## config.mk

```make
export PLATFORM = sky130hd
export DESIGN_NAME = jk_bank_ctrl
export DESIGN_NICKNAME = d
export VERILOG_FILES = /design/src/rtl/jk_ctrl_pkg.sv /design/src/rtl/jk_bank_model.sv /design/src/rtl/jk_bank_ctrl.sv
export SDC_FILE = /design/constraint.sdc
export NUM_CORES = 1
export LEC_CHECK = 0
export CORE_ASPECT_RATIO = 1.2
export CORE_UTILIZATION = 38
export DETAILED_ROUTE_END_ITERATION = 8
export GPL_ROUTABILITY_DRIVEN = 0
export PLACE_DENSITY = 0.79
export SYNTH_ARGS = -nofsm -noshare
export SYNTH_HDL_FRONTEND = slang
export SYNTH_SLANG_ARGS = --single-unit
export TNS_END_PERCENT = 10
```

## constraint.sdc

```tcl
create_clock -name clk -period 1.8 [get_ports clk]
set_clock_uncertainty 0.1 [all_clocks]
set_input_delay 0.36 -clock clk [delete_from_list [all_inputs] [get_ports clk]]
set_output_delay 0.36 -clock clk [all_outputs]
set_load 0.01 [all_outputs]
```

## src/rtl/jk_ctrl_pkg.sv

```systemverilog
// ============================================================================
// Module      : jk_ctrl_pkg
// Description : Shared encodings for the JK bank controller: command opcodes,
//               FSM state enum and opcode-to-J/K decode helpers.
// Revision    : 1.0 - initial release
// ============================================================================
`default_nettype none

package jk_ctrl_pkg;

    localparam logic [1:0] C_OP_HOLD   = 2'b00;
    localparam logic [1:0] C_OP_RESET  = 2'b01;
    localparam logic [1:0] C_OP_SET    = 2'b10;
    localparam logic [1:0] C_OP_TOGGLE = 2'b11;

    typedef enum logic [1:0] {
        ST_INIT  = 2'd0,
        ST_IDLE  = 2'd1,
        ST_APPLY = 2'd2,
        ST_DONE  = 2'd3
    } state_t;

    function automatic logic op_drives_j(input logic [1:0] op);
        return (op == C_OP_SET) || (op == C_OP_TOGGLE);
    endfunction

    function automatic logic op_drives_k(input logic [1:0] op);
        return (op == C_OP_RESET) || (op == C_OP_TOGGLE);
    endfunction

endpackage

`default_nettype wire

```

## src/rtl/jk_bank_model.sv

```systemverilog
// ============================================================================
// Module      : jk_bank_model
// Description : Expected-state model of the JK bank with a sticky mismatch
//               flag. Only compiled when JK_BANK_CHECK_EN is defined.
// Revision    : 1.0 - initial release
// ============================================================================
`default_nettype none

`ifdef JK_BANK_CHECK_EN
module jk_bank_model #(
    parameter int WIDTH = 4
) (
    input  logic             clk,
    input  logic             rst,
    input  logic             i_init,
    input  logic             i_apply,
    input  logic [WIDTH-1:0] i_j,
    input  logic [WIDTH-1:0] i_k,
    input  logic [WIDTH-1:0] i_q,
    output logic             o_err
);

    logic [WIDTH-1:0] r_exp;
    logic             r_err;

    // Mirrors the JK characteristic equation, one application per APPLY edge.
    always_ff @(posedge clk) begin
        if (rst || i_init) begin
            r_exp <= '0;
        end else if (i_apply) begin
            r_exp <= (i_j & ~r_exp) | (~i_k & r_exp);
        end
    end

    // The bank contents are undefined until the INIT edge clears them.
    always_ff @(posedge clk) begin
        if (rst) begin
            r_err <= 1'b0;
        end else if (!i_init && (i_q != r_exp)) begin
            r_err <= 1'b1;
        end
    end

    assign o_err = r_err;

endmodule
`endif

`default_nettype wire

```

## src/rtl/jk_bank_ctrl.sv

```systemverilog
// ============================================================================
// Module      : jk_bank_ctrl
// Description : Command sequencer driving J/K vectors into an external bank of
//               JK flip-flops. Optional bank checker under JK_BANK_CHECK_EN.
// Revision    : 1.0 - initial release
// ============================================================================
`default_nettype none

module jk_bank_ctrl
    import jk_ctrl_pkg::*;
#(
    parameter int WIDTH = 4,
    parameter int CNT_W = 4
) (
    input  logic             clk,
    input  logic             rst,
    input  logic             cmd_valid,
    output logic             cmd_ready,
    input  logic [1:0]       cmd_op,
    input  logic [WIDTH-1:0] cmd_mask,
    input  logic [CNT_W-1:0] cmd_rep,
    input  logic             abort,
    output logic [WIDTH-1:0] j_out,
    output logic [WIDTH-1:0] k_out,
    input  logic [WIDTH-1:0] q_in,
    output logic             busy,
    output logic             done,
    output logic             err
);

    state_t           r_state;
    state_t           w_next;
    logic [CNT_W-1:0] r_cnt;
    logic [WIDTH-1:0] r_j;
    logic [WIDTH-1:0] r_k;
    logic             w_accept;
    logic             w_last;

    assign w_accept = cmd_valid && (r_state == ST_IDLE);
    assign w_last   = (r_state == ST_APPLY) && ((r_cnt == '0) || abort);

    always_ff @(posedge clk) begin
        if (rst) begin
            r_state <= ST_INIT;
        end else begin
            r_state <= w_next;
        end
    end

    always_comb begin
        w_next = r_state;
        case (r_state)
            ST_INIT:  w_next = ST_IDLE;
            ST_IDLE:  if (w_accept) w_next = ST_APPLY;
            ST_APPLY: if (w_last) w_next = ST_DONE;
            ST_DONE:  w_next = ST_IDLE;
            default:  w_next = ST_INIT;
        endcase
    end

    always_comb begin
        cmd_ready = 1'b0;
        busy      = 1'b1;
        done      = 1'b0;
        case (r_state)
            ST_IDLE: begin
                cmd_ready = 1'b1;
                busy      = 1'b0;
            end
            ST_DONE: done = 1'b1;
            default: ;
        endcase
    end

    // K resets to all ones so the unreset bank is cleared while rst is held.
    always_ff @(posedge clk) begin
        if (rst) begin
            r_j   <= '0;
            r_k   <= '1;
            r_cnt <= '0;
        end else begin
            case (r_state)
                ST_INIT: begin
                    r_j <= '0;
                    r_k <= '0;
                end
                ST_IDLE: begin
                    if (w_accept) begin
                        r_j   <= cmd_mask & {WIDTH{op_drives_j(cmd_op)}};
                        r_k   <= cmd_mask & {WIDTH{op_drives_k(cmd_op)}};
                        r_cnt <= cmd_rep;
                    end
                end
                ST_APPLY: begin
                    if (w_last) begin
                        r_j <= '0;
                        r_k <= '0;
                    end else begin
                        r_cnt <= r_cnt - 1'b1;
                    end
                end
                default: ;
            endcase
        end
    end

    assign j_out = r_j;
    assign k_out = r_k;

`ifdef JK_BANK_CHECK_EN
    jk_bank_model #(
        .WIDTH (WIDTH)
    ) u_model (
        .clk     (clk),
        .rst     (rst),
        .i_init  (r_state == ST_INIT),
        .i_apply (r_state == ST_APPLY),
        .i_j     (r_j),
        .i_k     (r_k),
        .i_q     (q_in),
        .o_err   (err)
    );
`else
    logic w_unused_q;
    assign w_unused_q = ^q_in;
    assign err        = 1'b0;
`endif

endmodule

`default_nettype wire

```

==> results of run 1 <==
## through the flow
stage	cell area (um^2)	hold slack, ps	power [mW]	utilization [%]
2_1_floorplan	781	368	1.08	-
5_1_grt	1190	397	1.93	62.9
4_1_cts	1110	379	1.64	58.8
6_report	1190	373	1.80	62.9
3_5_place_dp	1070	365	1.41	56.8
3_3_place_gp	1070	355	1.38	56.8
## what timing repair did
action | in CTS | in global routing
gates resized for setup | 6 | 17
pin swaps | 2 | 5
setup buffers | 0 | 3
setup endpoints to repair | 5 | 14
gates cloned | 0 | 0
## power by group through the flow
stage	combinational [mW]	sequential [mW]	clock, mW
floorplan	0.570	0.510	0
global route	1.15	0.540	0.244
detailed placement	0.920	0.495	0
finish	1.06	0.528	0.221
global placement	0.891	0.487	0
CTS	0.912	0.493	0.230
## layout by cell type, fill, tap and decap left out, drive strengths merged
master	count
nor2b	3
o32ai	1
dlygate4sd2	3
o21ai	6
or3b	1
nor4bb	1
a31oi	4
nand3	3
a21oi	9
nand3b	1
nor3	4
a2111o	1
nand4	1
clkbuf	4
o31a	1
conb	1
a211oi	4
ha	5
a21o	1
or2	1
nand2b	5
buf	11
mux2i	2
clkdlybuf4s50	21
inv	7
nand2	1
nor4	1
nor2	6
dfxtp	14
## metal layers
metal | routed length (um) | share of wire (%) | vias up | track usage, %
met3 | 88 | 4.7 | 2 | 2.08
li1 | - | - | 381 | -
met2 | 983 | 53 | 23 | 30.8
met1 | 765 | 41 | 342 | 19.6
met4 | 27 | 1.4 | 0 | 10.9
met5 | 0 | 0 | - | 0
## kinds of logic after synthesis
family | count (synthesis)
adders and majority gates | 5
and+or+nand+nor | 28
muxes | 2
AOI/OAI and AO/OA | 27
other | 1
buffers and inverters | 13
DFF | 14
## registers in the layout, indices dropped and copies added (netlist names)
signal,flops
j_out,4
k_out,4
r_cnt,4
r_state,2
## final cells by class
type | count | area (um^2) | share of cell area [%]
clock buffer | 4 | 36.3 | 3.05
multi-input combinational | 63 | 475 | 39.9
inverter | 7 | 26.3 | 2.21
tap | 19 | 23.8 | 2.00
timing repair buffer | 35 | 339 | 28.5
sequential | 14 | 290 | 24.4
## worst max-delay path: stages, from the launching register on
cell and delay (ps):
dfxtp_2 340, inv_2 80, ha_4 140, or3b_4 400
a211oi_4 340, buf_6 160, nand2b_1 90, a21oi_1 60
## worst max-delay path by stage
stage                       to  startpoint  cells after the start  slack, ps
floorplan             r_cnt[3]  r_state[1]                      7          7
global placement      r_cnt[3]       abort                      4        -70
detailed placement    r_cnt[3]       abort                      4       -130
CTS                 r_state[0]    r_cnt[1]                      6         -2
global route          j_out[2]    r_cnt[0]                      7        -90
finish                j_out[2]    r_cnt[1]                      7         -2
==> flow_summary.json, run 1 <==
{
  "status": "complete, but fails checks",
  "violations": "DRC, setup timing",
  "critPathCaptureType": "flop",
  "netlist_top_cells_area": "dfxtp_1 (36%), ha_1 (8.0%), a21oi_1 (5.8%), nand2b_1 (4.0%), inv_1 (3.4%)",
  "required_ps": 1870,
  "synth-simple-area-share_pct": 21.3,
  "antennaDiodeCount": 0,
  "area.growth.synth_to_final_pct": 52.6,
  "postSynthAreaPerCell_um2": 8.67,
  "worstSetupPathType": "reg2reg",
  "power_density_nw_per_um2": 1510,
  "insertion_delay_ps": 270,
  "detail-route-antenna-nets": 0,
  "hold_viol": 0,
  "synthAdderAreaFrac_pct": 8.01,
  "syn-cell-area_um2": 781,
  "holdPathStages": 2,
  "grt_pass1_wl_um": 2900,
  "synth_most_common_cell": "dfxtp_1",
  "fin_ws_ps": -2.25,
  "clockBufferDepth": 2,
  "yosysSeqAreaShare_pct": 35.9,
  "pre_cts_ws_ps": -125,
  "p_leak_nw": 0.453,
  "critPathArrivalTime_ps": 1870,
  "hold_path_class": "reg2reg",
  "initial_core_util_pct": 41.2,
  "synth_mux_area_share_pct": 2.56,
  "min_to": "j_out[3]",
  "dp_hpwl_um": 1320,
  "intPower_mw": 1.13,
  "rsz0062_at_grt": "true",
  "ys_warn_count": 0,
  "antenna_found_initial": 0,
  "cts-root-buf": "clkbuf_4",
  "fillers": 147,
  "min_period_over_period_pct": 100,
  "cap_violations": 0,
  "switching_share_pct": 37.1,
  "synthFlopType": "dfxtp_1",
  "yosysTopAreaCell": "dfxtp_1",
  "drcViolationCount": 10,
  "clkPwrFrac_pct": 12.2,
  "synth_commonest_cells": "dfxtp_1 (14), a21oi_1 (9), inv_1 (7)",
  "power_frac_seq_pct": 29.3,
  "power_switching_uw": 669,
  "regToRegSetupSlack_ps": -2,
  "instances_no_fill": 142,
  "postCtsHoldBufs": 0,
  "grt_max_degree": 21,
  "grtUsageTotal_pct": 17.5,
  "wire_per_inst_um": 13.1,
  "drtIter0Drc": 22,
  "setup_tns_ps": -2.25,
  "rr_worst_depth": 7,
  "dp_cells": 135,
  "cts_tree": "built",
  "max_freq_mhz": 555,
  "pwr-share-comb_pct": 58.5,
  "die_y_um": 51.7,
  "vias_per_cell": 5.27,
  "setup_viol": 1,
  "path_clk_slew_ps": 90,
  "min_from": "j_out[3]",
  "port_buffers": 24,
  "crit_fanout": 5,
  "fp.dieW_um": 43.4,
  "io_pins": 30,
  "num_vias": 748,
  "synth-edff-count": 0,
  "firstDrtPassIters": 5,
  "slew_viol_final": 0,
  "ys_types": 32,
  "core-area_um2": 1890,
  "synth_compound_area_share_pct": 22.9,
  "cts_sinks": 14,
  "reg2reg_from": "r_cnt[1]",
  "wl_um": 1870,
  "ir_worst_vdd_mv": 0.735,
  "synth_xor_area_share_pct": 0,
  "start_kind": "flop",
  "cts_buffers": 3,
  "synth_top_area_share_pct": 35.9,
  "synthesis.nets": 113,
  "drive_gt1_share_pct": 25.2,
  "syn_inst": 90,
  "placementRows": 17,
  "nets": 147,
  "grt_pass1_vias": 700,
  "htreeDepth": 1,
  "post-route-min-period_ps": 1800,
  "die_area_um2": 2240,
  "synth_top_family_by_area": "compound AO/OA/AOI/OAI gates",
  "async_flop_share_pct": 0,
  "r2r_end": "j_out[2]",
  "gr-total-overflow": 0,
  "yosys_register_bits": 14
}
No activity file was read; power rests on OpenSTA's default activity.
==> run 2: changes to the inputs <==
Settings changed: CORE_MARGIN from default to 1.
==> results of run 2 <==
Same layout as run 1: the final DEF is identical, and so are final timing and power.
==> run 3: changes to the inputs <==
Clock period 1.8 ns to 1.4 ns, I/O delays scaled along.
==> run 3 against run 2 <==
Net effect:
- the run still ends with DRC, setup timing left
- first-iteration DRC count grew 23%
- power rose by 47%
- cell area increased by 13%
- flip-flop and latch count stayed put
- critical endpoint is now k_out[1]
- critical path type unchanged
- critical path depth grew 1
- sequential power grew 27%
- largest cell class unchanged
- worst setup slack got worse by 390 ps
- via count is 7.0% higher
- utilization grew 8.4 points
- combinational power rose by 59%
==> flow_summary.json, run 3 (same netlist as run 1, synthesis figures left out) <==
{
  "status": "complete, but fails checks",
  "violations": "DRC, setup timing",
  "fp.dieW_um": 43.4,
  "slew_viol_final": 0,
  "final_cell_mix": "buf_4 (16), clkdlybuf4s50_1 (13), dfxtp_1 (10)",
  "min_to": "j_out[3]",
  "cts_sinks": 14,
  "drcViolationCount": 8,
  "clkPwrFrac_pct": 11.0,
  "cp_slowest_stage_delay_ps": 400,
  "clockBufferDepth": 2,
  "core-area_um2": 1890,
  "p_leak_nw": 0.545,
  "required_ps": 1510,
  "min_from": "j_out[3]",
  "die_area_um2": 2240,
  "power_density_nw_per_um2": 1970,
  "die_y_um": 51.7,
  "power_switching_uw": 995,
  "drtIter0Drc": 27,
  "holdPathStages": 2,
  "multi_input_comb_area_um2": 549,
  "critPathCaptureType": "flop",
  "dp_hpwl_um": 1400,
  "fin_ws_ps": -395,
  "postCtsHoldBufs": 0,
  "detail-route-antenna-nets": 0,
  "pre_cts_ws_ps": -391,
  "r2r_end": "k_out[1]",
  "cts-root-buf": "clkbuf_4",
  "rr_worst_depth": 8,
  "power_frac_seq_pct": 25.2,
  "firstDrtPassIters": 6,
  "setup_viol": 17,
  "regArea_um2": 290,
  "cap_violations": 0,
  "layout_commonest_cell": "buf_4",
  "cp_slowest_cell": "or3b_4",
  "reg2reg_from": "r_cnt[0]",
  "min_period_over_period_pct": 128,
  "regToRegSetupSlack_ps": -390,
  "dp_cells": 143,
  "post-route-min-period_ps": 1790,
  "pwr-share-comb_pct": 63.8,
  "cts_buffers": 3,
  "placementRows": 17,
  "ir_worst_vdd_mv": 1.20,
  "cts_tree": "built",
  "critPathArrivalTime_ps": 1910,
  "worstSetupPathType": "reg2reg",
  "antenna_found_initial": 0,
  "vias_per_cell": 5.30,
  "drive_gt1_share_pct": 40.2,
  "antennaDiodeCount": 0,
  "fillers": 162,
  "crit_fanout": 7,
  "crit_start": "r_cnt[0]",
  "htreeDepth": 1,
  "whs_ps": 367,
  "max_freq_mhz": 557,
  "num_vias": 800,
  "grt_pass1_vias": 716,
  "grt_pass1_wl_um": 2950,
  "path_clk_slew_ps": 90,
  "nets": 156,
  "area.growth.synth_to_final_pct": 72.9,
  "wl_um": 1960,
  "instances_no_fill": 151,
  "insertion_delay_ps": 280,
  "crit_chain": "inv_2 > ha_4 > or3b_4 > a211oi_4 > buf_6 > buf_12 > nor3_2 > a21oi_1",
  "switching_share_pct": 37.5,
  "start_kind": "flop",
  "grtUsageTotal_pct": 17.3,
  "hold_viol": 0,
  "io_pins": 30,
  "intPower_mw": 1.66,
  "port_buffers": 24,
  "grt_max_degree": 15,
  "wire_per_inst_um": 13.0,
  "setup_tns_ps": -5000,
  "initial_core_util_pct": 41.2,
  "rsz0062_at_grt": "true",
  "hold_path_class": "reg2reg",
  "gr-total-overflow": 0
}
run 3: area by class of cell:
class | count | area share [%]
multi-input combinational | 63 | 40.7
timing repair buffer | 44 | 31.4
sequential | 14 | 21.5
clock buffer | 4 | 2.69
inverter | 7 | 1.95
tap | 19 | 1.76
run 3: worst max path at each step:
stage / endpoint / slack [ps] / cells after the start
floorplan: j_out[0] / -290 / 7
global placement: r_cnt[3] / -360 / 5
detailed placement: r_cnt[3] / -390 / 5
CTS: r_cnt[3] / -340 / 6
global route: k_out[3] / -450 / 8
finish: k_out[1] / -390 / 8
run 3: through the flow:
| step | utilization (%) | cell area [um^2] | total power, mW |
|---|---|---|---|
| floorplan | - | 837 | 1.50 |
| global placement | 63.3 | 1200 | 2.03 |
| detailed placement | 63.3 | 1200 | 2.07 |
| CTS | 65.4 | 1240 | 2.36 |
| global route | 71.3 | 1350 | 2.84 |
| finish | 71.3 | 1350 | 2.65 |
run 3: timing repair:
| action | in CTS | in global routing |
|---|---|---|
| endpoints found under the setup margin | 25 | 17 |
| pin swaps | 1 | 7 |
| resized for setup | 22 | 18 |
| gates cloned | 0 | 1 |
| buffers inserted | 0 | 3 |
run 3: layer usage:
metal  GRT usage (%)  share of wire [%]  routed length (um)
met5               0                  0                   0
met4            6.77                1.8                  36
met3            3.13                4.9                  96
met2            29.8                 52                1020
met1            21.0                 41                 802
run 3: critical path, delay by kind of cell (launching register included):
family / cells / cell delay [ps]
AO/OA/AOI/OAI: 2 / 360
adder cells (fa/ha/maj): 1 / 140
buffers and inverters: 3 / 350
flip-flops: 1 / 330
AND/OR/NAND/NOR: 2 / 440
run 3: power groups by stage:
stage                     clock, mW  combinational, mW  sequential (mW)
after floorplan                   0              0.817            0.682
after global placement            0               1.39            0.638
after detailed placement          0               1.43            0.642
after CTS                     0.301               1.42            0.637
after global routing          0.316               1.83            0.689
final                         0.292               1.69            0.669
